`src/rtl/axi_ifu_rsp.sv`:
```
// axi_ifu_rsp: AXI read-channel responder for instruction fetch.
// One AR beat at a time, programmable wait, one 64-bit memory read, one R beat.
// Optional build macro AXI_RSP_RANDOM_DELAY_EN adds 0..3 LFSR-driven extra
// wait cycles per good access to exercise master backpressure handling.
module axi_ifu_rsp #(
  parameter logic [31:0] BASE_ADDR = 32'h8000_0000,
  parameter int          ADDR_W    = 16,
  parameter int          LATENCY   = 0
) (
  input  logic              clock,
  input  logic              reset,
  input  logic [31:0]       io_araddr,
  input  logic              io_arvalid,
  output logic              io_arready,
  output logic              io_rvalid,
  input  logic              io_rready,
  output logic [63:0]       io_rdata,
  output logic [1:0]        io_rresp,
  output logic              mem_en,
  output logic [ADDR_W-1:0] mem_addr,
  input  logic [63:0]       mem_rdata
);

  typedef enum logic [1:0] {S_IDLE, S_WAIT, S_READ, S_RESP} state_t;

  // Window size in bytes; one extra bit so ADDR_W up to 29 cannot overflow.
  localparam logic [32:0] WIN_BYTES = 33'd8 << ADDR_W;

  state_t            r_state, w_next;
  logic              r_arready;
  logic [8:0]        r_cnt;
  logic [ADDR_W-1:0] r_idx;
  logic [ADDR_W-1:0] r_mem_addr;
  logic              r_hi;
  logic [63:0]       r_rdata;
  logic [1:0]        r_rresp;

  logic              w_accept;
  logic [31:0]       w_off;
  logic              w_misalign;
  logic              w_oob;
  logic [8:0]        w_cnt_load;

  assign w_accept   = io_arvalid && r_arready;
  assign w_off      = io_araddr - BASE_ADDR;
  assign w_misalign = |io_araddr[1:0];
  assign w_oob      = {1'b0, w_off} >= WIN_BYTES;

`ifdef AXI_RSP_RANDOM_DELAY_EN
  logic [7:0] r_lfsr;
  logic       w_fb;
  assign w_fb = r_lfsr[7] ^ r_lfsr[5] ^ r_lfsr[4] ^ r_lfsr[3];

  // Free-running Fibonacci LFSR (taps 8,6,5,4) supplying extra wait cycles.
  always_ff @(posedge clock or negedge reset) begin
    if (!reset) r_lfsr <= 8'hA5;
    else        r_lfsr <= {r_lfsr[6:0], w_fb};
  end

  assign w_cnt_load = 9'(LATENCY) + {7'd0, r_lfsr[1:0]};
`else
  assign w_cnt_load = 9'(LATENCY);
`endif

  // The memory strobe is a pure decode of WAIT with an expired counter.
  assign mem_en     = (r_state == S_WAIT) && (r_cnt == 9'd0);
  // Address is only driven to the new index during the strobe, otherwise
  // it keeps showing the last index actually presented to memory.
  assign mem_addr   = mem_en ? r_idx : r_mem_addr;
  assign io_arready = r_arready;
  assign io_rvalid  = (r_state == S_RESP);
  assign io_rdata   = r_rdata;
  assign io_rresp   = r_rresp;

  // Next-state decode; errors skip straight to RESP without touching memory.
  always_comb begin
    w_next = r_state;
    case (r_state)
      S_IDLE: if (w_accept) w_next = (w_misalign || w_oob) ? S_RESP : S_WAIT;
      S_WAIT: if (r_cnt == 9'd0) w_next = S_READ;
      S_READ: w_next = S_RESP;
      S_RESP: if (io_rready) w_next = S_IDLE;
      default: w_next = S_IDLE;
    endcase
  end

  // State register; arready is registered so it stays low through reset and
  // rises only on the first clock spent in IDLE.
  always_ff @(posedge clock or negedge reset) begin
    if (!reset) begin
      r_state   <= S_IDLE;
      r_arready <= 1'b0;
    end else begin
      r_state   <= w_next;
      r_arready <= (w_next == S_IDLE);
    end
  end

  // Transaction datapath: address latch, wait counter, response capture.
  always_ff @(posedge clock or negedge reset) begin
    if (!reset) begin
      r_cnt   <= '0;
      r_idx   <= '0;
      r_hi    <= 1'b0;
      r_rdata <= '0;
      r_rresp <= 2'b00;
    end else begin
      case (r_state)
        S_IDLE: if (w_accept) begin
          r_hi <= io_araddr[2];
          if (w_misalign) begin
            r_rresp <= 2'b10;
            r_rdata <= '0;
          end else if (w_oob) begin
            r_rresp <= 2'b11;
            r_rdata <= '0;
          end else begin
            r_idx <= w_off[ADDR_W+2:3];
            r_cnt <= w_cnt_load;
          end
        end
        S_WAIT: if (r_cnt != 9'd0) r_cnt <= r_cnt - 9'd1;
        S_READ: begin
          // Upper word is replicated so [31:0] always holds the fetched instruction.
          r_rdata <= r_hi ? {mem_rdata[63:32], mem_rdata[63:32]} : mem_rdata;
          r_rresp <= 2'b00;
        end
        default: ;
      endcase
    end
  end

  // Remember the last index presented with the strobe.
  always_ff @(posedge clock or negedge reset) begin
    if (!reset)      r_mem_addr <= '0;
    else if (mem_en) r_mem_addr <= r_idx;
  end

endmodule
```
`config.mk`:
```
export PLATFORM = sky130hd
export DESIGN_NAME = axi_ifu_rsp
export DESIGN_NICKNAME = d
export VERILOG_FILES = /design/src/rtl/axi_ifu_rsp.sv
export SDC_FILE = /design/constraint.sdc
export NUM_CORES = 1
export LEC_CHECK = 0
export BUFFER_PORTS_ARGS = -buffer_cell sky130_fd_sc_hd__buf_2
export CORE_MARGIN = 8
export CORE_UTILIZATION = 52
export CTS_CLUSTER_SIZE = 8
export DETAILED_ROUTE_END_ITERATION = 8
export GPL_TIMING_DRIVEN = 0
export PLACE_DENSITY = 0.85
export SYNTH_ARGS = -nofsm -noshare
export SYNTH_HDL_FRONTEND = slang
export SYNTH_SLANG_ARGS = --single-unit
```
`constraint.sdc`:
```
create_clock -name clock -period 3.9 [get_ports clock]
set_input_delay 0.195 -clock clock [delete_from_list [all_inputs] [get_ports clock]]
set_output_delay 0.195 -clock clock [all_outputs]
set_load 0.01 [all_outputs]
```
# Word-level counts from Yosys, hierarchy flattened
# Cells that the tools add are included.
# Widths: inputs -> output; s select.
[op_classes]
addsub = 2
n_lt_le_gt_ge = 1
eq_ne = 8
muxes = 20
n_bitwise = 2
n_reduce_logical = 14
[ops]
columns = ["op", "count"]
rows = [
  ["$mux 64", 3],
  ["$pmux 64 s2", 1],
  ["$mux 9", 4],
  ["$ge 32x20->1 const B", 1],
  ["$mux 32", 1],
  ["$sub 32x32->32 const B", 1],
  ["$pmux 9 s2", 1],
  ["$mux 16", 1],
  ["$mux 2", 7],
  ["$logic_not 9->1", 1],
  ["$reduce_bool 9->1", 1],
  ["$sub 9x1->9 const B", 1],
  ["$pmux 2 s4", 1],
  ["$ne 2x2->1 const B", 3],
  ["$reduce_and 5->1", 1],
  ["$eq 2x2->1 const B", 2],
  ["$logic_not 2->1", 2],
  ["$pmux 2 s2", 1],
  ["$reduce_and 4->1", 1],
  ["$reduce_bool 2->1", 2],
  ["$ne 3x3->1 const B", 1],
  ["$reduce_and 3->1", 1],
  ["$eq 2x1->1 const B", 1],
  ["$logic_and 1x1->1", 2],
  ["other kinds (5)", 6],
]
[totals]
register_bits = 111
input_bits = 100
out_inout_bits = 85

# Logic depth before layout (Yosys ltp)
# Gate-level depths: netlist (run 1).
[logic_depth]
word_depth = 7
mapped_depth = 6
ltp_nobuf = 6

# Worst setup path after synthesis (run 1)
# OpenSTA, ideal clock, no wires.
[synth_path]
path_kind = "reg-to-output"
start = "register r_cnt[0]"
end = "output port mem_addr[10]"
arrival_ns = 1.696
required_time_ns = 3.705
path_slack_ns = 2.009
path_stages_with_launch = 7
path_buffers = 1
cell_sequence = "dfrtp_1 > inv_1 > ha_1 > nor4b_4 > nand3_4 > buf_6 > mux2_2"
[synth_via]
elab_chain_len = 3
[synth_lines]
columns = ["element", "line", "source"]
rows = [
  ["start: declaration", "31", "logic [8:0] r_cnt;"],
  ["start signal: assignment", "119", "r_cnt <= w_cnt_load;"],
  ["start signal: assignment", "122", "S_WAIT: if (r_cnt != 9'd0) r_cnt <= r_cnt - 9'd1;"],
  ["$logic_not 9->1", "66", "assign mem_en = (r_state == S_WAIT) && (r_cnt == 9'd0);"],
  ["$logic_and 1x1->1", "66", ""],
  ["$mux 16", "69", "assign mem_addr = mem_en ? r_idx : r_mem_addr;"],
  ["end: declaration", "20", "output logic [ADDR_W-1:0] mem_addr,"],
]
# No other way between the ends.

# Worst setup path after layout (run 1)
[layout_path]
start = "register r_cnt[0]"
end = "output port mem_addr[9]"
# Same word-level chain as after synthesis.

==> results.md, run 1 <==
- Post-route clock skew: about 0.0095 ns
- Vias/cell: 5.55
- Max layer used: met4
- Crit path depth: 7
- Buf/Inv on CP: 3
- Yosys cell types: 45
- Crit path kind: register to primary output
- Filler instances: between 600 and 700
- Met3 Routed Length: around 690 µm
- Final setup vio count: 0
- Die area: 0.0122 mm²
- Dpl hpwl: 9570 µm
- Die width: between 100 and 150 µm
- CTS clock-pin slew for the worst setup and hold paths: approximately 0.090 ns
- Remaining global-route overflow: 0
- PwrDens: between 300 and 400 mW/mm²
- PnR worst setup slack: between 1 and 1.5 ns
- Pleak: between 3 and 4 nW
- Final Wtd Congestion: approximately 0.82
- Top_reg_cell synth: dfrtp_1
- CTS Buf Count: 9
- Worst Hold Margin: between 0.04 and 0.05 ns
- Minimum clock period: about 2.6 ns
- Initial cell density of the core: 53.4%
- Req. time, crit path: 3.70 ns
- First-pass GRT wire length: around 21000 µm
- Pin count of the biggest net entering global routing: between 60 and 70
- Slowest cell on the critical path: nor4b_4
- Setup slack, reg-to-reg: roughly 1.8 ns
- Post-synth ARST share: 100%
- TritonCTS Sinks: about 110
- GRT Util Overall: ~20%
- Critical path data arrival time: around 2.4 ns
- Met2 WL post-DR: ~6400 µm
- RSZ-0062 raised after global routing: false
- Drt wl/cell: 19.4 µm
- Synth top area cells: dfrtp_1 60%, mux2_2 10%, a22o_1 6.0%, mux2i_1 4.9%, o2bb2ai_1 4.1%
- Final antenna-violating net count: 0
- Max-Cap Viols: 0
- Routed via count: 3567
- Critical path fanouts, max: 10
- CTS tree: done
- DRT Wirelength: 12500 µm
- Fraction of layout cells with a size suffix above 1: slightly above 50%
- Starting DRT DRC Count: between 100 and 150
- Sequential fraction of the synthesis area: 59.7%
- Post-synth EDFFs: 0
- Top delay family on crit path: simple AND/OR/NAND/NOR gates
- Most frequent cells in the layout: 194 x buf_2, 111 x dfrtp_1, 43 x mux2_2
- Num ports: 185
- Met1 WL: between 4000 and 5000 µm
- Input/output buffers: approximately 180
- Vias in the first global route: around 4000
- Setup crit start kind: register
- Core area: about 0.0087 mm²
- Synth Instances: between 300 and 400
- Post-cts resize count: 0
- Cell accounting for the most synthesized area: dfrtp_1
- Mapped cell area: around 0.0047 mm²
- Slew headroom: 46.6%
- Period utilisation layout: about two thirds
- Max clock buf depth: 2
- Worst reg-to-reg path cell count: 6
- Clock Latency Late Sink: 0.35 ns
- H-tree Lvls: 3
- Max Slew Vio Count: 0
- Seq cells post-synth: roughly 110
- CP endpoint kind: primary output
- Worst Setup Slack post-DPL: ~1.7 ns
- Clk root buf: clkbuf_8
- Status: finished clean
- First-pass iteration count of the detailed router: 4
- Die Ht: around 110 µm
- Final hold vios: 0
- Syn Nets: 433
- Antenna violations before repair: 1
- Setup TNS Final: 0 ns
- VDD IR max: roughly 0.21 mV
- Mean area per synthesized cell: about 14 µm²
- Final net count: 630
- Fmax: about 380 MHz
- Area grow syn2layout: 27.4%
- Hold/Removal Path Class: input port to register
- Worst slew pin tran: between 0.8 and 0.9 ns
- Cells along the critical path: inv_1 > ha_1 > nor4b_4 > nand3_4 > buf_6 > mux2_2 > buf_2
- Slowest cell delay on critical path: 0.47 ns
- Synth top area share: 59.7%
- Cell row count: 34
- Remaining DRCs: 0
- Synth Warn #: 0
- Commonest non-fill, non-tap cell in the layout: buf_2
- Hold path depth: 2
## worst reg2reg max path: cells and delay by family, from the launching register on
| family | cells | cell delay (ns) |
|---|---|---|
| buffers and inverters | 3 | 0.65 |
| AND/OR/NAND/NOR | 2 | 0.58 |
| flip-flops | 1 | 0.39 |
| multiplexers | 1 | 0.35 |
## synth_stat cells, types with 2 or more instances
| cell | instances |
|---|---|
| xnor2_1 | 2 |
| nand2_1 | 10 |
| buf_2 | 11 |
| o221a_2 | 10 |
| nor2_1 | 6 |
| mux2_2 | 43 |
| nor4_1 | 3 |
| o21ai_0 | 3 |
| o2bb2ai_1 | 22 |
| mux2i_1 | 23 |
| a22o_1 | 32 |
| inv_1 | 4 |
| dfrtp_1 | 111 |
| nor3_1 | 3 |
| a21o_1 | 2 |
| nand2b_1 | 2 |
| nor2b_1 | 4 |
| a21oi_1 | 5 |
| clkbuf_1 | 10 |
## area by class of cell
type	count	area [µm²]	share of cell area, %
clock buffer	12	145	2.45
multi-input combinational	193	1750	29.4
inverter	4	15.0	0.253
sequential	111	2780	46.9
tap	108	135	2.28
clock inverter	4	31.3	0.528
antenna	1	2.50	0.0422
timing repair buffer	186	961	16.2
buffer	24	115	1.94
## power breakdown
group | leakage (nW) | internal, mW | total [mW] | switching, mW
sequential | 1.47 | 1.16 | 1.17 | 0.00645
combinational | 1.52 | 0.0634 | 0.126 | 0.0623
clock | 0.0788 | 0.252 | 0.626 | 0.374
## worst paths after layout
check,end,from
worst max-delay path,mem_addr[9],r_cnt[0]$_DFFE_PN0P_
worst min-delay path,io_rresp[0]$_DFFE_PN0P_,io_araddr[0]
worst max register to register,r_idx[14]$_DFFE_PN0P_,r_state[1]$_DFF_PN0_
min in group asynchronous,io_rdata[35]$_DFFE_PN0P_,reset
max in group asynchronous,r_idx[7]$_DFFE_PN0P_,reset
worst min register to register,io_rdata[27]$_DFFE_PN0P_,io_rdata[27]$_DFFE_PN0P_
## cells by family (layout without fill, tap and decap cells)
family	after synthesis	in the layout	share of synthesized area, %
xor gates and xnor gates	2	2	0.377
and+or+nand+nor	42	42	6.05
AOI/OAI and AO/OA	82	82	15.5
other	0	1	0
adders and majority gates	1	1	0.269
muxes	66	66	15.4
DFF	111	111	59.7
buffers and inverters	28	230	2.80
## through the flow
step	utilization [%]	cells	cell area, µm²	power, mW
after floorplan	-	332	4650	1.22
after global routing	68.0	643	5930	1.99
final	68.0	643	5930	1.92
after CTS	67.9	642	5930	1.94
after global placement	65.5	624	5710	1.31
after detailed placement	65.8	625	5740	1.32
## registers in the layout, summed over array words and instances (netlist names)
name,count
r_hi,1
io_rresp,2
r_state,2
io_arready,1
r_idx,16
io_rdata,64
r_mem_addr,16
r_cnt,9
## timing repair
action / CTS / global route
buffers inserted: 0 / 0
hold endpoints to repair: 47 / 0
hold buffers: 1 / 0
## layer usage
layer | vias up | track usage, %
li1 | 1644 | -
met1 | 1780 | 23.1
met2 | 119 | 35.2
met3 | 24 | 5.09
met4 | 0 | 9.01
met5 | - | 0
(Power assumes the default switching activity.)
==> run 2: changes to the inputs <==
--- a/config.mk
+++ b/config.mk
@@ -7,11 +7,11 @@
 export LEC_CHECK = 0
 export BUFFER_PORTS_ARGS = -buffer_cell sky130_fd_sc_hd__buf_2
 export CORE_MARGIN = 8
-export CORE_UTILIZATION = 52
+export CORE_UTILIZATION = 48
 export CTS_CLUSTER_SIZE = 8
 export DETAILED_ROUTE_END_ITERATION = 8
 export GPL_TIMING_DRIVEN = 0
-export PLACE_DENSITY = 0.85
+export PLACE_DENSITY = 0.79
 export SYNTH_ARGS = -nofsm -noshare
 export SYNTH_HDL_FRONTEND = slang
 export SYNTH_SLANG_ARGS = --single-unit
==> constraint.sdc (replaced) <==
create_clock -name clock -period 2.5 [get_ports clock]
set_input_delay 0.125 -clock clock [delete_from_list [all_inputs] [get_ports clock]]
set_output_delay 0.125 -clock clock [all_outputs]
set_load 0.01 [all_outputs]
==> results.md, run 2 (same netlist as run 1, synthesis figures left out) <==
- Critical path fanouts, max: 10 (unchanged)
- Most frequent cells in the layout: 194 x buf_2, 111 x dfrtp_1, 48 x dlygate4sd3_1 (was 194 x buf_2, 111 x dfrtp_1, 43 x mux2_2)
- Initial cell density of the core: 48.5% (was 53.4%)
- DRT Wirelength: 13600 µm (was 12500 µm)
- Final instance area: 0.00648 mm² (was 0.00593 mm²)
- CP Launch Point: r_cnt[0]$_DFFE_PN0P_ (unchanged)
- RSZ-0062 raised after global routing: false (unchanged)
- Period utilisation layout: 95.0%
- Vias/cell: 5.33 (was 5.55)
- Commonest non-fill, non-tap cell in the layout: buf_2 (unchanged)
- Clk root buf: clkbuf_8 (unchanged)
- Hold Crit Start: mem_rdata[44] (was io_araddr[0])
- Minimum clock period: roughly 2.4 ns
- Post-cts resize count: 0 (unchanged)
- PnR worst setup slack: 0.124 ns (was 1.27 ns)
- Clock power share: 36.0% (was 32.6%)
- Worst Setup Slack post-DPL: 0.308 ns (was 1.66 ns)
- CTS tree: done (unchanged)
- Crit path kind: register to primary output (unchanged)
- First-pass iteration count of the detailed router: 4 (unchanged)
- Gate power share: 7.9% (was 6.6%)
- Status: finished clean (unchanged)
- TritonCTS Sinks: 111 (unchanged)
- Critical path data arrival time: 2.25 ns (was 2.43 ns)
- # diodes: 0 (was 1)
- Final design utilization: 67.5% (was 68.0%)
- Clock Latency Late Sink: 0.36 ns (was 0.35 ns)
- Final Wtd Congestion: 0.820 (was 0.822)
- Worst Hold Margin: 0.0241 ns (was 0.0463 ns)
- Fmax: about 420 MHz
- Switching portion of total power: 21.6% (was 23.1%)
- Post-route clock skew: 0.0125 ns (was 0.00952 ns)
- Filler instances: 715 (was 660)
- Final setup vio count: 0 (unchanged)
- Final hold vios: 0 (unchanged)
- Pleak: 3.30 nW (was 3.06 nW)
- Placed cell areas: 0.00577 mm² (was 0.00574 mm²)
- Max Slew Vio Count: 0 (unchanged)
- Setup TNS Final: 0 ns (unchanged)
- Remaining global-route overflow: 0 (unchanged)
- Slew headroom: 45.9% (was 46.6%)
- Core area: 0.00959 mm² (was 0.00872 mm²)
- Req. time, crit path: 2.38 ns (was 3.70 ns)
- Int Pwr: 2.55 mW (was 1.48 mW)
- Starting DRT DRC Count: 150 (was 116)
- Pin count of the biggest net entering global routing: 59 (was 65)
- Max-Cap Viols: 0 (unchanged)
- PwrDens: 501 mW/mm² (was 324 mW/mm²)
- Antenna violations before repair: 0 (was 1)
- Fraction of layout cells with a size suffix above 1: 47.3% (was 50.7%)
- Dpl hpwl: 9600 µm (was 9570 µm)
- GRT Util Overall: 21.0% (was 20.3%)
- First-pass GRT wire length: 21500 µm (was 20500 µm)
- Vias in the first global route: 4315 (was 4019)
- H-tree Lvls: 3 (unchanged)
- Die area: 0.0131 mm² (was 0.0122 mm²)
- Die Ht: 114 µm (was 111 µm)
- Area grow syn2layout: 39.3% (was 27.4%)
- Remaining DRCs: 0 (unchanged)
- Final net count: 677 (was 630)
- Hold/Removal Path Class: input port to register (unchanged)
- R2r startpoint: r_state[1]$_DFF_PN0_ (unchanged)
- Routed via count: 3807 (was 3567)
- CTS clock-pin slew for the worst setup and hold paths: 0.09 ns (about the same)
- VDD IR max: 0.310 mV (was 0.205 mV)
- Setup crit start kind: register (unchanged)
- CTS Buf Count: 9 (unchanged)
- Num ports: 185 (unchanged)
- Worst slew pin tran: 0.811 ns (was 0.801 ns)
- Largest register FFs: 64 (unchanged)
- Cell row count: 36 (was 34)
- Register share of total power: 56.1% (was 60.8%)
- CP endpoint kind: primary output (unchanged)
- Net Switching: 0.701 mW (was 0.443 mW)
- Drt wl/cell: 19.0 µm (was 19.4 µm)
- Die width: 114 µm (was 111 µm)
- Max clock buf depth: 2 (unchanged)
- Final antenna-violating net count: 0 (unchanged)
- Input/output buffers: 184 (unchanged)
## run 2: final cells by class
class                      count  area [µm²]  share of cell area [%]
multi-input combinational    193        1750                    26.9
timing repair buffer         235        1450                    22.3
sequential                   111        2780                    42.9
clock buffer                  10         138                    2.12
buffer                        22         108                    1.66
inverter                       4        15.0                   0.232
clock inverter                 6        83.8                    1.29
tap                          133         166                    2.57
## run 2: through the flow
stage,total power [mW],cells
after floorplan,1.90,332
after global placement,2.04,649
after detailed placement,2.05,650
after CTS,3.29,715
after global routing,3.38,714
final,3.25,714
## run 2: final timing paths
path                       slack [ns]  cells past startpoint                       end
hold reg to reg                  0.50                      1  io_rdata[15]$_DFFE_PN0P_
hold / removal                   0.02                      2  io_rdata[44]$_DFFE_PN0P_
max in group asynchronous        1.41                      3   r_mem_addr[6]$_DFF_PN0_
setup reg to reg                 0.32                      6   io_rresp[0]$_DFFE_PN0P_
setup / recovery                 0.12                      7               mem_addr[9]
min in group asynchronous        0.37                      2  io_rdata[43]$_DFFE_PN0P_
## run 2: power groups by stage
stage	Clock (mW)	Combinational (mW)	Sequential [mW]
finish	1.17	0.256	1.82
global route	1.27	0.281	1.82
CTS	1.21	0.256	1.82
detailed placement	0	0.198	1.86
global placement	0	0.188	1.86
floorplan	0	0.0356	1.87
## run 2: timing repair
item,in CTS,in global routing
setup buffers,1,1
endpoints found under the setup margin,9,10
endpoints found under the hold margin,103,0
pin swaps,0,1
hold buffers,48,0
## run 2: worst max-delay path: stages (launching register included)
cell,delay [ns]
dfrtp_1,0.40
inv_1,0.09
ha_1,0.26
nor4b_4,0.31
nand3_4,0.19
buf_6,0.21
mux2_2,0.29
buf_2,0.14
## run 2: per-layer routing
layer / vias to the layer above / track usage (%) / routed length (µm)
li1: 1742 / - / -
met1: 1900 / 22.7 / 5280
met2: 131 / 37.2 / 6990
met3: 34 / 4.96 / 824
met4: 0 / 11.2 / 463
met5: - / 0 / 0
==> run 3: changes to the inputs <==
--- a/config.mk
+++ b/config.mk
@@ -6,7 +6,7 @@
 export NUM_CORES = 1
 export LEC_CHECK = 0
 export BUFFER_PORTS_ARGS = -buffer_cell sky130_fd_sc_hd__buf_2
-export CORE_MARGIN = 8
+export CORE_MARGIN = 2
 export CORE_UTILIZATION = 48
 export CTS_CLUSTER_SIZE = 8
 export DETAILED_ROUTE_END_ITERATION = 8
==> results.md, run 3 (same netlist as run 1, synthesis figures left out) <==
- Status: finished clean (unchanged)
- Max Slew Vio Count: 0 (unchanged)
- Met1 WL: 4900 µm (was 5280 µm)
- Clk root buf: clkbuf_8 (unchanged)
- Cell row count: 35 (was 36)
- Hold/Removal Path Class: input port to register (unchanged)
- Max clock buf depth: 2 (unchanged)
- Remaining global-route overflow: 0 (unchanged)
- Met3 Routed Length: 554 µm (was 824 µm)
- Clock Latency Late Sink: 0.36 ns (about the same)
- Final instance area: 0.00651 mm² (was 0.00648 mm²)
- Core area: 0.00933 mm² (was 0.00959 mm²)
- CTS clock-pin slew for the worst setup and hold paths: 0.11 ns (was 0.09 ns)
- Commonest non-fill, non-tap cell in the layout: buf_2 (unchanged)
- Setup crit start kind: register (unchanged)
- Pin count of the biggest net entering global routing: 64 (was 59)
- DRT Wirelength: 12100 µm (was 13600 µm)
- Input/output buffers: 184 (unchanged)
- # diodes: 0 (unchanged)
- Final design utilization: 69.8% (was 67.5%)
- Max-Cap Viols: 0 (unchanged)
- GRT Util Overall: 24.0% (was 21.0%)
- Post-route clock skew: 0.0166 ns (was 0.0125 ns)
- Setup TNS Final: 0 ns (unchanged)
- Met2 WL post-DR: 6440 µm (was 6990 µm)
- Pleak: 3.32 nW (was 3.30 nW)
- H-tree Lvls: 3 (unchanged)
- Switching portion of total power: 23.5% (was 21.6%)
- Starting DRT DRC Count: 92 (was 150)
- Final setup vio count: 0 (unchanged)
- Antenna violations before repair: 0 (unchanged)
- Period utilisation layout: 93.4% (was 95.0%)
- Filler instances: 695 (was 715)
- Drt wl/cell: 16.9 µm (was 19.0 µm)
- Final hold vios: 0 (unchanged)
- Vias in the first global route: 3996 (was 4315)
- Final antenna-violating net count: 0 (unchanged)
- Crit path kind: register to primary output (unchanged)
- CTS Buf Count: 9 (unchanged)
- Dpl hpwl: 8390 µm (was 9600 µm)
- Placed Cells: 646 (was 650)
- Gate power share: 7.8% (was 7.9%)
- Placed cell areas: 0.00577 mm² (about the same)
- Req. time, crit path: 2.38 ns (about the same)
- RSZ-0062 raised after global routing: false (unchanged)
- Fmax: 428 MHz (was 421 MHz)
- Largest register FFs: 64 (unchanged)
- Final net count: 681 (was 677)
- Worst slew pin tran: 0.817 ns (was 0.811 ns)
- Die area: 0.0105 mm² (was 0.0131 mm²)
- First-pass GRT wire length: 19400 µm (was 21500 µm)
- VDD IR max: 0.294 mV (was 0.310 mV)
- Critical path fanouts, max: 10 (unchanged)
- Net Switching: 0.760 mW (was 0.701 mW)
- Minimum clock period: 2.34 ns (was 2.38 ns)
- Die width: 102 µm (was 114 µm)
- PnR worst setup slack: 0.164 ns (was 0.124 ns)
- Final Wtd Congestion: 0.817 (was 0.820)
- Final cell count without fillers: 714 (unchanged)
- Register area: 0.00278 mm² (unchanged)
- Clock power share: 35.9% (was 36.0%)
- Worst Setup Slack post-DPL: 0.385 ns (was 0.308 ns)
- Worst Hold Margin: 0.0322 ns (was 0.0241 ns)
- Most frequent cells in the layout: 194 x buf_2, 111 x dfrtp_1, 50 x dlygate4sd3_1 (was 194 x buf_2, 111 x dfrtp_1, 48 x dlygate4sd3_1)
- PwrDens: 498 mW/mm² (was 501 mW/mm²)
- Vias/cell: 5.39 (was 5.33)
- Die Ht: 102 µm (was 114 µm)
- TritonCTS Sinks: 111 (unchanged)
- Max layer used: met4 (unchanged)
- Register share of total power: 56.2% (was 56.1%)
- CP endpoint kind: primary output (unchanged)
- Critical path data arrival time: 2.21 ns (was 2.25 ns)
- Fraction of layout cells with a size suffix above 1: 47.2% (was 47.3%)
- Slew headroom: 45.5% (was 45.9%)
- Num ports: 185 (unchanged)
- Initial cell density of the core: 49.9% (was 48.5%)
- CTS tree: done (unchanged)
- Int Pwr: 2.48 mW (was 2.55 mW)
- Multi-input gate area: 0.00175 mm² (unchanged)
- First-pass iteration count of the detailed router: 4 (unchanged)
- Total power: 3.24 mW (was 3.25 mW)
- Routed via count: 3846 (was 3807)
- Remaining DRCs: 0 (unchanged)
- Area grow syn2layout: 39.9% (was 39.3%)
run 3: cell types whose count changed in the layout (fill, tap and decap cells not counted), sizes merged:
cell,delta
inv,+3
clkinv,-2
buf,+1
dlygate4sd3,+2
clkbuf,+1
bufinv,-1
run 3: final timing paths:
kind / from / end / slack [ns] / cells after the start
worst max-delay path: r_state[0]$_DFF_PN0_ / mem_addr[6] / 0.16 / 6
worst min-delay path: mem_rdata[53] / io_rdata[53]$_DFFE_PN0P_ / 0.03 / 2
worst max register to register: r_state[0]$_DFF_PN0_ / io_rresp[0]$_DFFE_PN0P_ / 0.23 / 6
worst min register to register: io_rdata[16]$_DFFE_PN0P_ / io_rdata[16]$_DFFE_PN0P_ / 0.49 / 1
max in group asynchronous: reset / r_mem_addr[4]$_DFF_PN0_ / 1.42 / 3
min in group asynchronous: reset / io_rdata[43]$_DFFE_PN0P_ / 0.33 / 2
run 3: area by class of cell:
type	count	area share [%]
buffer	23	1.71
clock buffer	10	2.11
clock inverter	6	1.33
inverter	4	0.231
multi-input combinational	193	26.8
sequential	111	42.7
tap	129	2.48
timing repair buffer	238	22.6
run 3: what timing repair did:
action                                  4_1_cts  5_1_grt
hold buffers                                 50        0
resized for setup                             0        0
endpoints found under the hold margin        96        0
pin swaps                                     0        1
endpoints found under the setup margin        9       10
setup buffers                                 1        2
run 3: per-layer routing:
layer | up-vias | track usage [%]
met4 | 0 | 8.10
li1 | 1742 | -
met2 | 137 | 42.4
met3 | 12 | 4.58
met5 | - | 0
met1 | 1955 | 29.4
run 3: power groups by stage:
stage          sequential [mW]  combinational [mW]  clock [mW]
3_3_place_gp              1.86               0.184           0
6_report                  1.82               0.254        1.16
2_1_floorplan             1.87              0.0356           0
3_5_place_dp              1.86               0.195           0
4_1_cts                   1.82               0.255        1.19
5_1_grt                   1.83               0.279        1.27
run 3: worst max-delay path: stages, from the launching register on:
cell and delay [ns]:
dfrtp_1 0.39, clkbuf_1 0.32, nor2b_1 0.32, nand3_4 0.19, buf_6 0.20, mux2_2 0.28, buf_2 0.15
